### config.mk
export PLATFORM = sky130hd
export DESIGN_NAME = serial_frame_tx
export DESIGN_NICKNAME = d
export VERILOG_FILES = /design/src/rtl/serial_frame_tx.sv
export SDC_FILE = /design/constraint.sdc
export NUM_CORES = 1
export LEC_CHECK = 0
export ABC_AREA = 1
export BUFFER_PORTS_ARGS = -buffer_cell sky130_fd_sc_hd__buf_2
export CORE_ASPECT_RATIO = 0.7
export CORE_MARGIN = 5
export CORE_UTILIZATION = 60
export CTS_CLUSTER_SIZE = 12
export DETAILED_ROUTE_END_ITERATION = 7
export PLACE_DENSITY = 0.81
export SETUP_SLACK_MARGIN = 0.1
export SLEW_MARGIN = 10
export SYNTH_ARGS = -nofsm -noshare
export SYNTH_HDL_FRONTEND = slang
export SYNTH_SLANG_ARGS = --single-unit
### constraint.sdc
create_clock -name clk -period 3 [get_ports clk]
set_input_delay 0.9 -clock clk [delete_from_list [all_inputs] [get_ports clk]]
set_output_delay 0.9 -clock clk [all_outputs]
set_load 0.005 [all_outputs]
### src/rtl/serial_frame_tx.sv
// serial_frame_tx
//   Turns one parallel word into one frame on the single-bit line `num`.
//   The frame is a fixed preamble, then the data MSB first, then an optional
//   even-parity bit. Each bit lasts one cycle unless `hold` stretches it.
//
// Ports
//   clk      in   clock, rising edge
//   rst      in   synchronous reset, active high
//   data_in  in   word to send, captured when valid && ready
//   valid    in   upstream has a word
//   ready    out  combinational, high while idle
//   hold     in   freezes the frame in progress for one cycle per cycle high
//   num      out  registered serial bit
//   num_cnt  out  registered bit index inside the current field
//   busy     out  registered, high while a frame is on the line
//   done     out  registered one-cycle pulse after the last bit of a frame
module serial_frame_tx #(
   parameter int unsigned      DATA_W    = 8,
   parameter int unsigned      PRE_W     = 4,
   parameter logic [PRE_W-1:0] PREAMBLE  = 4'b1011,
   parameter bit               PARITY_EN = 1'b1
) (
   input  logic              clk,
   input  logic              rst,
   input  logic [DATA_W-1:0] data_in,
   input  logic              valid,
   output logic              ready,
   input  logic              hold,
   output logic              num,
   output logic [3:0]        num_cnt,
   output logic              busy,
   output logic              done
);

   if (DATA_W < 1 || DATA_W > 16 || PRE_W < 1 || PRE_W > 16) begin : g_bad_width
      $error("serial_frame_tx: DATA_W and PRE_W must lie in 1..16");
   end

   localparam logic [1:0] IDLE = 2'd0;
   localparam logic [1:0] PRE  = 2'd1;
   localparam logic [1:0] DATA = 2'd2;
   localparam logic [1:0] PAR  = 2'd3;

   localparam logic [3:0] PRE_LAST  = 4'(PRE_W - 1);
   localparam logic [3:0] DATA_LAST = 4'(DATA_W - 1);

   logic [1:0]        state_q, state_d;
   logic [3:0]        cnt_q, cnt_d;
   logic [DATA_W-1:0] shift_q, shift_d;
   logic [PRE_W-1:0]  pre_q, pre_d;
   logic              par_q, par_d;
   logic              num_q, num_d;
   logic              busy_q, busy_d;
   logic              done_q, done_d;

   assign ready   = (state_q == IDLE);
   assign num     = num_q;
   assign num_cnt = cnt_q;
   assign busy    = busy_q;
   assign done    = done_q;

   // Outputs are registered, so the next-state logic also computes the bit
   // that must appear on the line once the new state is entered. The current
   // bit always sits in the MSB of its shift register.
   always_comb begin
      state_d = state_q;
      cnt_d   = cnt_q;
      shift_d = shift_q;
      pre_d   = pre_q;
      par_d   = par_q;
      num_d   = num_q;
      busy_d  = busy_q;
      done_d  = 1'b0;
      case (state_q)
         IDLE: begin
            num_d  = 1'b0;
            cnt_d  = 4'd0;
            busy_d = 1'b0;
            if (valid) begin
               state_d = PRE;
               shift_d = data_in;
               par_d   = ^data_in;
               pre_d   = PREAMBLE;
               num_d   = PREAMBLE[PRE_W-1];
               busy_d  = 1'b1;
            end
         end
         PRE: begin
            if (!hold) begin
               if (cnt_q == PRE_LAST) begin
                  state_d = DATA;
                  cnt_d   = 4'd0;
                  num_d   = shift_q[DATA_W-1];
               end else begin
                  pre_d = pre_q << 1;
                  cnt_d = cnt_q + 4'd1;
                  num_d = pre_d[PRE_W-1];
               end
            end
         end
         DATA: begin
            if (!hold) begin
               if (cnt_q == DATA_LAST) begin
                  cnt_d = 4'd0;
                  if (PARITY_EN) begin
                     state_d = PAR;
                     num_d   = par_q;
                  end else begin
                     state_d = IDLE;
                     num_d   = 1'b0;
                     busy_d  = 1'b0;
                     done_d  = 1'b1;
                  end
               end else begin
                  shift_d = shift_q << 1;
                  cnt_d   = cnt_q + 4'd1;
                  num_d   = shift_d[DATA_W-1];
               end
            end
         end
         default: begin // PAR: single bit, then back to idle
            if (!hold) begin
               state_d = IDLE;
               cnt_d   = 4'd0;
               num_d   = 1'b0;
               busy_d  = 1'b0;
               done_d  = 1'b1;
            end
         end
      endcase
   end

   always_ff @(posedge clk) begin
      if (rst) begin
         state_q <= IDLE;
         cnt_q   <= 4'd0;
         shift_q <= '0;
         pre_q   <= '0;
         par_q   <= 1'b0;
         num_q   <= 1'b0;
         busy_q  <= 1'b0;
         done_q  <= 1'b0;
      end else begin
         state_q <= state_d;
         cnt_q   <= cnt_d;
         shift_q <= shift_d;
         pre_q   <= pre_d;
         par_q   <= par_d;
         num_q   <= num_d;
         busy_q  <= busy_d;
         done_q  <= done_d;
      end
   end

endmodule

==> metrics.txt <==
CTS tree=built; top-area cell type share of the netlist area=32.4%; DR WL/cell=12.9 um; Initial DRC Count=slightly above 100; initial core utilization=roughly 60%; H-Tree Level Count=1; period utilisation layout=between 70% and 80%; Achievable Freq=approximately 0.47 GHz; number of synthesized flops with an enable pin=0; top cells by count, synth=nand2_1, dfxtp_1, nor2_1; async set-reset flop share out of synthesis=0%; pwr dens=between 900 and 1000 mW/mm2; share of cells above drive strength 1=19.0%; Synth Register Bits=21; DP Cell Count=between 200 and 250; register area share after synthesis=around 32%; Worst setup SP type=register; Worst-Margin Slew=between 0.4 and 0.5 ns; hold buffers post-CTS=0; synth unique cells=28; ANT cells=0; top post-synthesis cells by area=dfxtp_1, nand2_1, nor2_1; post-route ant nets=0; Area Growth Syn to Fin=9.56%; CP Capture Type=primary output; synth warn=0; CP Data Arrival Time=roughly 1.2 ns; final setup margin=0.859 ns; largest net degree at the start of global routing=14; overall power=1360 uW; final setup vio count=0; status=complete, no violations; Nets=about 230; Post-Syn Area per Cell=~6.8 um2; top-count cell post-synth=nand2_1; final WL=around 3000 um; DRC viols=0; dpl hpwl=2390 um; cts repair resizes=0; via count=~1200; clk_lat worst skew=between 0.3 and 0.4 ns; Die W=65.6 um; initial antenna violation count=0; vias in the first global route=1227; Max-slew headroom=a little over two thirds; max_cap viols=0; Core Region=approximately 0.0021 mm2; RSZ-0062 raised after global routing=false; Ports=20; number of port buffers=19; Post-CTS Setup Inserts=0; Worst VDD drop=~0.00051 V; Slew Limit Fails=0; Reg clk slew, reported paths=0.11 ns; critical path class=register to primary output; fin cells=~230; Rows=14; Fin. Hold Viols=0; RD Place Congestion=0.962; Via density=roughly 5.3; Final TNS setup=0 ns; Longest Clk Path Bufs=2; largest fanout on the critical path=5; Hold Crit Class=register to register; Primary FF master, synth=dfxtp_1; gr ovfl total=0; worst path required time=2.10 ns; Tmin final=2.14 ns; Clock Skew=0.00670 ns; CTS root buf=clkbuf_4; Worst Setup Slack post-DPL=between 1 and 1.5 ns; Mapped Area=0.00130 mm2; Mapped Cells=about 190; leakage power total=0.000714 uW; drt pass-1 iters=4; Fill cells=~180; cell taking the most area after synthesis=dfxtp_1; Post-Syn Nets=208; Final Hold Slack=0.475 ns; Total GRT Usage=a little over a fifth; clock sink count=21; Inserted Clock Buffers=3; die height=approximately 49 um; die area=between 0.003 and 0.004 mm2; first-pass GRT wire length=between 5000 and 6000 um
==> final cells by class <==
cell class | instances | area [um2] | share of cell area [%]
clock buffers | 4 | 26.3 | 1.85
inverters | 23 | 88.8 | 6.26
multi-input cells | 143 | 759 | 53.5
flip-flops and latches | 21 | 420 | 29.6
well taps | 24 | 30.0 | 2.11
repair buffers | 19 | 95.1 | 6.70
==> critical path, stage by stage, from the launching register on <==
cell	delay, ns
dfxtp_1	0.42
inv_1	0.08
ha_1	0.27
buf_2	0.16
==> path summary, 6_finish.rpt <==
path	from	end	slack, ns	cells past startpoint
worst max-delay path	state_q[0]	ready	0.86	3
worst min-delay path	num	num	0.47	2
worst min register to register	num	num	0.47	2
worst max register to register	state_q[0]	shift_q[0]	1.14	8
==> layout by cell type (no fill, tap or decap), types with 5 or more instances in the layout <==
cell	netlist	routed
o21ai_0	11	11
dfxtp_1	21	21
nor2_1	21	21
buf_2	1	19
nand3_1	8	8
inv_2	5	5
nand4_1	5	5
ha_1	5	5
nand2_1	57	57
inv_1	17	17
a21oi_1	12	12
==> stage by stage <==
step	utilization, %	cell area [um2]
floorplan	-	1300
global placement	66.3	1390
detailed placement	66.3	1390
CTS	67.6	1420
global route	67.6	1420
finish	67.6	1420
==> power breakdown <==
group | internal, uW | total, uW | switching [uW] | leakage [uW]
Sequential | 369 | 429 | 60.0 | 0.000173
Clock | 52.0 | 140 | 87.9 | 0.0000150
Combinational | 271 | 794 | 523 | 0.000526
==> flip-flops by register name, indices dropped and copies added, names as in the netlist <==
name / flops
shift_q: 8
num_cnt: 4
pre_q: 3
state_q: 2
busy: 1
done: 1
num: 1
par_q: 1
==> cell families (layout without fill, tap and decap cells) <==
family,after synthesis,after routing,share of synthesized area [%]
AO/OA/AOI/OAI,27,27,10.9
XOR/XNOR,8,8,5.40
adder cells (fa/ha/maj),5,5,4.83
buffers and inverters,27,46,8.98
flip-flops,21,21,32.4
AND/OR/NAND/NOR,103,103,37.5
==> metal layers <==
layer  wire length (um)  track usage, %  up-vias  part of all wire, %
met5                  0               0        -                    0
met4                 39            5.52        0                  1.3
met3                159            5.30        5                  5.3
met2               1380            32.8       29                   46
met1               1440            28.9      559                   48
li1                   -               -      646                    -
(Power assumes the default switching activity.)
